## config.mk

```make
export PLATFORM = sky130hd
export DESIGN_NAME = design1_wrapper
export DESIGN_NICKNAME = d
export VERILOG_FILES = /design/src/rtl/design1_wrapper.sv
export SDC_FILE = /design/constraint.sdc
export NUM_CORES = 1
export LEC_CHECK = 0
export ABC_AREA = 1
export CAP_MARGIN = 10
export CORE_MARGIN = 2
export CORE_UTILIZATION = 40
export DETAILED_ROUTE_END_ITERATION = 10
export DONT_BUFFER_PORTS = 1
export GPL_ROUTABILITY_DRIVEN = 0
export SYNTH_ARGS = -nofsm -noshare
export SYNTH_HDL_FRONTEND = slang
export SYNTH_SLANG_ARGS = --single-unit
```

## constraint.sdc

```tcl
create_clock -name ps_clk -period 2 [get_ports ps_clk]
set_clock_uncertainty 0.1 [all_clocks]
set_input_delay 0.4 -clock ps_clk [delete_from_list [all_inputs] [get_ports ps_clk]]
set_output_delay 0.4 -clock ps_clk [all_outputs]
set_load 0.02 [all_outputs]
```

## src/rtl/design1_wrapper.sv

```systemverilog
// rtl/design1_wrapper.sv - first-order sigma-delta fan-speed modulator
//
// Converts a programmable fan-speed level into a pulse-density stream on
// the active-low fan enable. The fan is driven full-on while the block is
// in reset or disabled. Unlike the usual default, this block uses an
// asynchronous active-high reset, ps_areset. It also has a synchronous
// soft_reset with the same effect.
//
// Ports:
//   ps_clk       in   clock, rising edge
//   ps_areset    in   asynchronous active-high reset
//   soft_reset   in   synchronous active-high reset, overrides all inputs
//   enable       in   1 = modulate, 0 = fan forced full-on
//   level        in   pulse density, duty = level / 2^DATA_WIDTH
//   prescale     in   one modulator tick every prescale+1 cycles
//   fan_en_b     out  active-low fan drive, registered
//   pdm_bit      out  modulator carry from the last tick, registered
//   kick_active  out  high during kick-start (0 when compiled out)
//
// Optional feature macro: FAN_KICKSTART_EN (kick-start on enable rise)

module design1_wrapper #(
    parameter int DATA_WIDTH     = 16,
    parameter int PRESCALE_WIDTH = 16,
    parameter int KICK_CYCLES    = 1024
) (
    input  logic                      ps_clk,
    input  logic                      ps_areset,
    input  logic                      soft_reset,
    input  logic                      enable,
    input  logic [DATA_WIDTH-1:0]     level,
    input  logic [PRESCALE_WIDTH-1:0] prescale,
    output logic                      fan_en_b,
    output logic                      pdm_bit,
    output logic                      kick_active
);

    logic [PRESCALE_WIDTH-1:0] r_cnt;
    logic [DATA_WIDTH-1:0]     r_acc;
    logic                      r_pdm_bit;
    logic                      r_fan_en_b;

    logic [DATA_WIDTH:0]       w_sum;
    logic                      w_hold_kick;
    logic                      w_tick;

    // Carry out of the accumulator is the pulse-density bit.
    assign w_sum = {1'b0, r_acc} + {1'b0, level};

`ifdef FAN_KICKSTART_EN
    localparam int KICK_W = $clog2(KICK_CYCLES + 1);

    logic [KICK_W-1:0] r_kick_cnt;
    logic              r_enable_d;
    logic              w_kick_start;

    // A kick only makes sense when the requested level would spin the fan.
    assign w_kick_start = enable && !r_enable_d && (level != '0);
    // The trigger cycle itself is already part of the kick, so no tick
    // can disturb the accumulator before the counter is loaded.
    assign w_hold_kick  = w_kick_start || (r_kick_cnt != '0);
    // Gated by enable so a falling enable drops the flag without waiting
    // for the counter register to clear.
    assign kick_active  = enable && (r_kick_cnt != '0);

    always_ff @(posedge ps_clk or posedge ps_areset) begin
        if (ps_areset) begin
            r_kick_cnt <= '0;
            r_enable_d <= 1'b0;
        end else if (soft_reset) begin
            r_kick_cnt <= '0;
            r_enable_d <= 1'b0;
        end else begin
            r_enable_d <= enable;
            if (!enable) begin
                r_kick_cnt <= '0;
            end else if (w_kick_start) begin
                r_kick_cnt <= KICK_W'(KICK_CYCLES);
            end else if (r_kick_cnt != '0) begin
                r_kick_cnt <= r_kick_cnt - KICK_W'(1);
            end
        end
    end
`else
    assign w_hold_kick = 1'b0;
    // KICK_CYCLES has no role without the kick-start feature.
    assign kick_active = 1'b0 & (KICK_CYCLES != 0);
`endif

    // Using >= lets a lowered prescale take effect without waiting for a wrap.
    assign w_tick = enable && !w_hold_kick && (r_cnt >= prescale);

    always_ff @(posedge ps_clk or posedge ps_areset) begin
        if (ps_areset) begin
            r_cnt      <= '0;
            r_acc      <= '0;
            r_pdm_bit  <= 1'b0;
            r_fan_en_b <= 1'b0;
        end else if (soft_reset) begin
            r_cnt      <= '0;
            r_acc      <= '0;
            r_pdm_bit  <= 1'b0;
            r_fan_en_b <= 1'b0;
        end else if (!enable) begin
            // Disabled: fan full-on, modulator restarts from zero later.
            r_cnt      <= '0;
            r_acc      <= '0;
            r_pdm_bit  <= 1'b0;
            r_fan_en_b <= 1'b0;
        end else if (w_hold_kick) begin
            r_cnt      <= '0;
            r_acc      <= '0;
            r_fan_en_b <= 1'b0;
        end else if (w_tick) begin
            r_cnt      <= '0;
            r_acc      <= w_sum[DATA_WIDTH-1:0];
            r_pdm_bit  <= w_sum[DATA_WIDTH];
            r_fan_en_b <= ~w_sum[DATA_WIDTH];
        end else begin
            r_cnt      <= r_cnt + PRESCALE_WIDTH'(1);
        end
    end

    assign fan_en_b = r_fan_en_b;
    assign pdm_bit  = r_pdm_bit;

endmodule

```

==> metrics.md, run 1 <==
| Metric | Value |
|---|---|
| Clock period minus worst slack | `1.91 ns` |
| CTS tree | `yes` |
| CTS Buf Count | `5` |
| Slew Viols, Final | `0` |
| Arrival @ worst endpoint | `2.02 ns` |
| CTS clock-pin slew for the worst setup and hold paths | `0.09 ns` |
| Post-synthesis sequential area ratio | `28.4%` |
| # setup viols final | `0` |
| # rows | `31` |
| Placed insts | `531` |
| Distinct cells, synth | `33` |
| CP Cell Sequence | `ha_4 > nand2_1 > nor2_2 > and2b_2 > nand3_2 > nand3_4 > nand3_4 > buf_12 > o21ai_1` |
| Synth Net Count | `490` |
| Cells after Synth | `420` |
| Setup ws final | `0.0912 ns` |
| Data required, critical path | `2.11 ns` |
| Smallest hold slack | `-0.00910 ns` |
| Sw frac | `24.0%` |
| Post-route DRC | `0` |
| Crit path launch type | `flop` |
| CTS root buffer | `clkbuf_8` |
| H-tree Lvls | `2` |
| Avg Inst Size Synth | `7.12 µm²` |
| IO Port Bufs | `0` |
| CP peak stage delay | `0.43 ns` |
| Io pins | `39` |
| Switch Pwr | `393 µW` |
| Largest net degree at the start of global routing | `35` |
| Failing checks | `negative hold slack` |
| Hpwl dp | `5.33 mm` |
| Met1 Track Usage GR | `20.4%` |
| Initial DRC Count | `72` |
| Vias in the first global route | `2,704` |
| Synthesis-to-finish area growth | `16.2%` |
| Final Hold Viols | `22` |
| Clock buffer depth | `2` |
| Pwr Density | `471 mW/mm²` |
| CP delay by family, top | `simple AND/OR/NAND/NOR gates` |
| DR WL/cell | `12.5 µm` |
| Die Y | `90.5 µm` |
| Met3 Usage GRT | `3.67%` |
| Sequential Power Share | `42.1%` |
| Initial core utilization | `41.2%` |
| First-pass GRT wire length | `11.7 mm` |
| Initial antenna violation count | `0` |
| Max cap viols | `0` |
| Reg-to-reg setup timing slack | `0.09 ns` |
| Final net count | `511` |
| Slowest-stage cell, CP | `dfrtp_1` |
| Worst r2r dst | `r_acc[13]$_DFFE_PP0P_` |
| Top_reg_cell synth | `dfrtp_1` |
| Commonest non-fill, non-tap cell in the layout | `nand2_1` |
| Logic pwr share | `10.0%` |
| Dpl ws | `-0.109 ns` |
| Reg2reg start | `r_cnt[15]$_DFF_PP0_` |
| Post-synth EDFFs | `0` |
| Core ar. | `0.00725 mm²` |
| First-pass DRT Iterations | `4` |
| Worst setup EP type | `flop` |
| Ant. Diodes | `0` |
| Buf/Inv on CP | `1` |
| Crit Path Class | `reg -> reg` |
| Maximum VDD drop | `0.000409 V` |
| Most frequent cells in the layout | `nand2_1, inv_1, nand3_1` |
| Detail-routed via count per cell | `4.85` |
| Final WL | `6.74 mm` |
| Final Cell Area | `0.00348 mm²` |
| Final ANT Viol Nets | `0` |
| Fin util | `47.9%` |
| Die area | `0.00819 mm²` |
| Layout fillers | `735` |
| GR Util met2 | `31.8%` |
| Synth warnings | `0` |
| Period utilisation layout | `95.4%` |
| Clk Latency, worst-skew pair | `0.29 ns` |
| Static Leak | `0.00188 µW` |
| Max Freq | `524 MHz` |
| Internal Power | `1250 µW` |
| Remaining Overflow, GRT | `0` |
| Clock power frac | `47.9%` |
| Area post-placement | `0.00322 mm²` |
| Hold Path Class | `in -> async` |
| #FFs+latches synth | `34` |
| Layout cells sized above 1 | `15.8%` |
| Crit path max fanout | `17` |
| Post-synthesis async set-or-reset flop share | `100%` |
| GRT Overall Usage | `17.4%` |
| Gr busiest metal | `met2` |
| Run status | `finished with violations` |
| Sink Count | `34` |
| Reg2reg path depth | `9` |
| Fin cells | `541` |
| Post-Synthesis Cell Area | `0.00299 mm²` |
| RSZ-0062 raised after global routing | `yes` |
| Via count | `2,626` |
| Worst path most repeated cell | `nand3_4` |
| Die Wd | `90.5 µm` |
==> cell usage after synthesis, drive strengths merged, types with 7 or more instances <==
cell type	instances	share of area (%)
nand2	107	14
dfrtp	34	28
nand4	7	1.5
buf	7	2.1
nand3	46	8.6
o21ai	20	4.6
xnor2	9	2.6
ha	33	14
a21oi	20	3.3
nor2	38	5.4
nor3	7	1.3
inv	72	9.0
==> registers in the layout, summed over array words and instances (netlist names) <==
signal    cells
r_cnt        16
fan_en_b      1
r_acc        16
pdm_bit       1
==> area by class of cell <==
type                            count  area [µm²]  area share, %
Sequential cell                    34         851           24.5
Inverter                           72         270           7.77
Clock buffer                        5        68.8           1.98
Clock inverter                      3        68.8           1.98
Multi-Input combinational cell    307        1900           54.8
Timing Repair Buffer               21         190           5.47
Tap cell                           99         124           3.56
==> stage by stage <==
stage | hold slack (ns) | power, µW | setup TNS (ns)
6_report | -0.00910 | 1640 | 0
5_1_grt | 0.0378 | 1720 | -0.136
4_1_cts | 0.0106 | 1660 | 0
3_5_place_dp | 0.329 | 861 | -0.884
3_3_place_gp | 0.327 | 858 | -0.244
2_1_floorplan | 0.354 | 829 | 0
==> metal layers <==
| metal | part of all wire [%] | vias to the layer above |
|---|---|---|
| li1 | - | 1389 |
| met1 | 46 | 1196 |
| met5 | 0 | - |
| met2 | 50 | 31 |
| met3 | 2.8 | 10 |
| met4 | 1.5 | 0 |
==> timing repair <==
item / CTS / global route
buffers inserted: 0 / 2
hold buffers: 0 / 0
pin swaps: 0 / 1
gates resized for setup: 4 / 21
endpoints found under the setup margin: 27 / 24
==> how the worst max path moves through the flow <==
stage,start,to,cells past startpoint
after global routing,r_cnt[3]$_DFF_PP0_,r_acc[0]$_DFFE_PP0P_,13
after global placement,prescale[15],r_cnt[7]$_DFF_PP0_,7
after floorplan,level[0],r_acc[14]$_DFFE_PP0P_,11
final,r_cnt[15]$_DFF_PP0_,r_acc[13]$_DFFE_PP0P_,9
after detailed placement,prescale[15],r_cnt[3]$_DFF_PP0_,7
after CTS,r_cnt[15]$_DFF_PP0_,fan_en_b$_DFFE_PP0P_,9
==> worst register-to-register path, cell delays in order (launching register included) <==
cell and delay, ns:
dfrtp_1 0.43, ha_4 0.33, nand2_1 0.08, nor2_2 0.15
and2b_2 0.19, nand3_2 0.09, nand3_4 0.10, nand3_4 0.07
buf_12 0.16, o21ai_1 0.13
==> power groups by stage <==
stage	registers, µW	logic [µW]	clock network, µW
3_3_place_gp	704	154	0
3_5_place_dp	704	157	0
6_report	691	164	785
4_1_cts	691	162	803
5_1_grt	691	190	835
2_1_floorplan	704	125	0
==> kinds of logic (layout without fill, tap and decap cells) <==
logic type               after synthesis  after routing  synth area share (%)
AO/OA/AOI/OAI                         49             49                  10.5
AND/OR/NAND/NOR                      210            210                  31.5
XOR/XNOR                              13             13                  3.81
flip-flops                            34             34                  28.4
adder cells (fa/ha/maj)               34             34                  14.5
buffers and inverters                 79            101                  11.1
other                                  1              1                 0.125
Note: power is estimated with default switching activity, not from simulation.
==> run 2, diff against run 1 <==
--- a/config.mk
+++ b/config.mk
@@ -15,3 +15,4 @@
 export SYNTH_ARGS = -nofsm -noshare
 export SYNTH_HDL_FRONTEND = slang
 export SYNTH_SLANG_ARGS = --single-unit
+export TNS_END_PERCENT = 30
==> constraint.sdc (replaced) <==
create_clock -name ps_clk -period 1.6 [get_ports ps_clk]
set_clock_uncertainty 0.1 [all_clocks]
set_input_delay 0.32 -clock ps_clk [delete_from_list [all_inputs] [get_ports ps_clk]]
set_output_delay 0.32 -clock ps_clk [all_outputs]
set_load 0.02 [all_outputs]
==> run 2 against run 1 <==
The flow finishes with violations (negative setup slack). Critical path type unchanged. Total power is 17% higher. Cell count is 7.8% higher. Register-to-register slack worse by 0.34 ns. Die area stayed put. Wire length is 11% higher. Clock power is 1% higher. Highest routed layer unchanged. Via count is 8.2% higher. Maximum frequency is 3.5% higher. Non-clock buffer count is 42 higher. Flip-flop and latch count stayed put. Global-route usage is 0.73 points higher. First-iteration DRC count is 81% higher.
==> metrics.md, run 2 (synthesis results as in run 1) <==
| Metric | Value |
|---|---|
| Run status | `finished with violations` |
| Failing checks | `negative setup slack` |
| Crit Path Class | `reg -> reg` |
| First-pass GRT wire length | `12.3 mm (+5.3%)` |
| Synthesis-to-finish area growth | `32.2%` |
| RSZ-0062 raised after global routing | `yes` |
| CTS tree | `yes` |
| Setup ws final | `-0.244 ns (-0.336 ns)` |
| Clock period minus worst slack | `1.84 ns (-0.0644 ns)` |
| Hold path startpoint | `enable` |
| Initial DRC Count | `130 (+81%)` |
| Multi-input logic area | `0.00206 mm² (+8.0%)` |
| Worst Hold End | `pdm_bit$_DFFE_PP0P_` |
| Die area | `0.00819 mm² (unchanged)` |
| Pwr Density | `487 mW/mm² (+3.3%)` |
| DR WL/cell | `12.8 µm (+2.7%)` |
| Reg2reg start | `r_cnt[11]$_DFF_PP0_` |
| Fin cells | `583 (+7.8%)` |
| Period utilisation layout | `115% (+20 points)` |
| Clock buffer depth | `2 (unchanged)` |
| Arrival @ worst endpoint | `1.97 ns (-0.05 ns)` |
| Largest net degree at the start of global routing | `35 (unchanged)` |
| Final ANT Viol Nets | `0 (unchanged)` |
| Vias in the first global route | `2,740 (+1.3%)` |
| CTS root buffer | `clkbuf_8` |
| Worst r2r dst | `r_acc[1]$_DFFE_PP0P_` |
| Clk Latency, worst-skew pair | `0.29 ns (about the same)` |
| Max Freq | `542 MHz (+3.5%)` |
| Commonest non-fill, non-tap cell in the layout | `nand2_1` |
| Pwr Total | `1930 µW (+17%)` |
| Max cap viols | `0 (unchanged)` |
| Layout fillers | `701 (-4.6%)` |
| Io pins | `39 (unchanged)` |
| First-pass DRT Iterations | `4 (unchanged)` |
| Post-route DRC | `0 (unchanged)` |
| Hold Path Class | `in -> reg` |
| Maximum VDD drop | `0.000315 V (-23%)` |
| Setup TNS | `-6.93 ns (-6.93 ns)` |
| H-tree Lvls | `2 (unchanged)` |
| Core ar. | `0.00725 mm² (unchanged)` |
| Sequential cell area | `851 µm² (unchanged)` |
| CTS Buf Count | `5 (unchanged)` |
| Static Leak | `0.00212 µW (+13%)` |
| Initial antenna violation count | `0 (unchanged)` |
| Worst setup EP type | `flop` |
| Die Wd | `90.5 µm (unchanged)` |
| Slew Viols, Final | `0 (unchanged)` |
| Reg2reg path depth | `10 (+1)` |
| Final Hold Viols | `0 (-100%)` |
| Biggest regs | `r_acc (16), r_cnt (16)` |
| Crit path max fanout | `9 (-8)` |
| Initial core utilization | `41.2% (unchanged)` |
| # setup viols final | `34 (+34)` |
| Remaining Overflow, GRT | `0 (unchanged)` |
| Final WL | `7.47 mm (+11%)` |
| GRT Overall Usage | `18.1% (+0.73 points)` |
| Detail-routed via count per cell | `4.87 (+0.39%)` |
| Layout cells sized above 1 | `28.1% (+12 points)` |
| Fin util | `54.5% (+6.6 points)` |
| Final net count | `553 (+8.2%)` |
| Crit path launch type | `flop` |
| Sink Count | `34 (unchanged)` |
| Die Y | `90.5 µm (unchanged)` |
| Most frequent cells in the layout | `nand2_1, inv_1, buf_4` |
| CTS clock-pin slew for the worst setup and hold paths | `0.08 ns (about the same)` |
| Via count | `2,841 (+8.2%)` |
| Hpwl dp | `5.64 mm (+5.7%)` |
| IO Port Bufs | `0 (unchanged)` |
| # rows | `31 (unchanged)` |
| Hold Path Depth | `2` |
| Reg-to-reg setup timing slack | `-0.24 ns (-0.34 ns)` |
| Ant. Diodes | `0 (unchanged)` |
| Data required, critical path | `1.73 ns (-0.38 ns)` |
| Placed insts | `566 (+6.6%)` |
==> run 2: cell types whose count changed in the layout (fill, tap and decap cells not counted), moves of 4 or more <==
| cell | before | now |
|---|---|---|
| nand3_2 | 4 | 9 |
| buf_4 | 18 | 56 |
| nand3_1 | 40 | 34 |
| nand2_2 | 2 | 7 |
| ha_1 | 29 | 25 |
| nand2_1 | 104 | 98 |
| nor2_1 | 29 | 25 |
==> run 2: through the flow <==
step           hold WS [ns]  setup WS, ns  cell area (µm²)
5_1_grt              0.0675        -0.328             3960
3_3_place_gp          0.256        -0.298             3510
4_1_cts              0.0627        -0.258             3730
2_1_floorplan         0.354        -0.178             3030
3_5_place_dp          0.258        -0.324             3510
6_report             0.0697        -0.244             3960
==> run 2: area by class of cell <==
type	count	share of cell area (%)
Clock buffer	8	2.78
Inverter	72	6.83
Multi-Input combinational cell	307	52.0
Sequential cell	34	21.5
Tap cell	99	3.13
Timing Repair Buffer	63	13.7
==> run 2: what timing repair did <==
item,CTS,global route
resized for setup,26,27
hold buffers,1,0
endpoints found under the setup margin,34,34
endpoints found under the hold margin,34,0
buffers inserted,0,6
cloned,0,2
pin swaps,2,6
==> run 2: critical path, stage by stage, from the launching register on <==
cell and delay (ns):
dfrtp_1 0.42, ha_4 0.29, nand2_2 0.05, inv_2 0.06, nand3_2 0.08, and2b_1 0.24
nand3_2 0.09, nand3_4 0.10, nand3_4 0.07, buf_6 0.16, o21ai_2 0.12
==> run 2: how the worst max path moves through the flow <==
stage / start / to / slack, ns / cells after the start
after floorplan: r_cnt[1]$_DFF_PP0_ / r_acc[3]$_DFFE_PP0P_ / -0.18 / 14
after global placement: r_cnt[11]$_DFF_PP0_ / r_acc[1]$_DFFE_PP0P_ / -0.30 / 10
after detailed placement: r_cnt[11]$_DFF_PP0_ / r_acc[11]$_DFFE_PP0P_ / -0.32 / 10
after CTS: r_acc[0]$_DFFE_PP0P_ / r_acc[14]$_DFFE_PP0P_ / -0.26 / 11
after global routing: r_cnt[11]$_DFF_PP0_ / r_acc[1]$_DFFE_PP0P_ / -0.33 / 10
final: r_cnt[11]$_DFF_PP0_ / r_acc[1]$_DFFE_PP0P_ / -0.24 / 10
==> run 2: routing by layer <==
metal / up-vias / wire (µm) / track usage [%]
met5: - / 0 / 0
met3: 7 / 397 / 4.76
met2: 53 / 3430 / 29.7
met4: 0 / 69 / 3.46
met1: 1304 / 3570 / 24.2
li1: 1477 / - / -
==> run 2: where the power goes <==
part           total [µW]  internal (µW)  switching, µW
Clock                 794            436            358
Sequential            862            861           1.62
Combinational         270            113            156
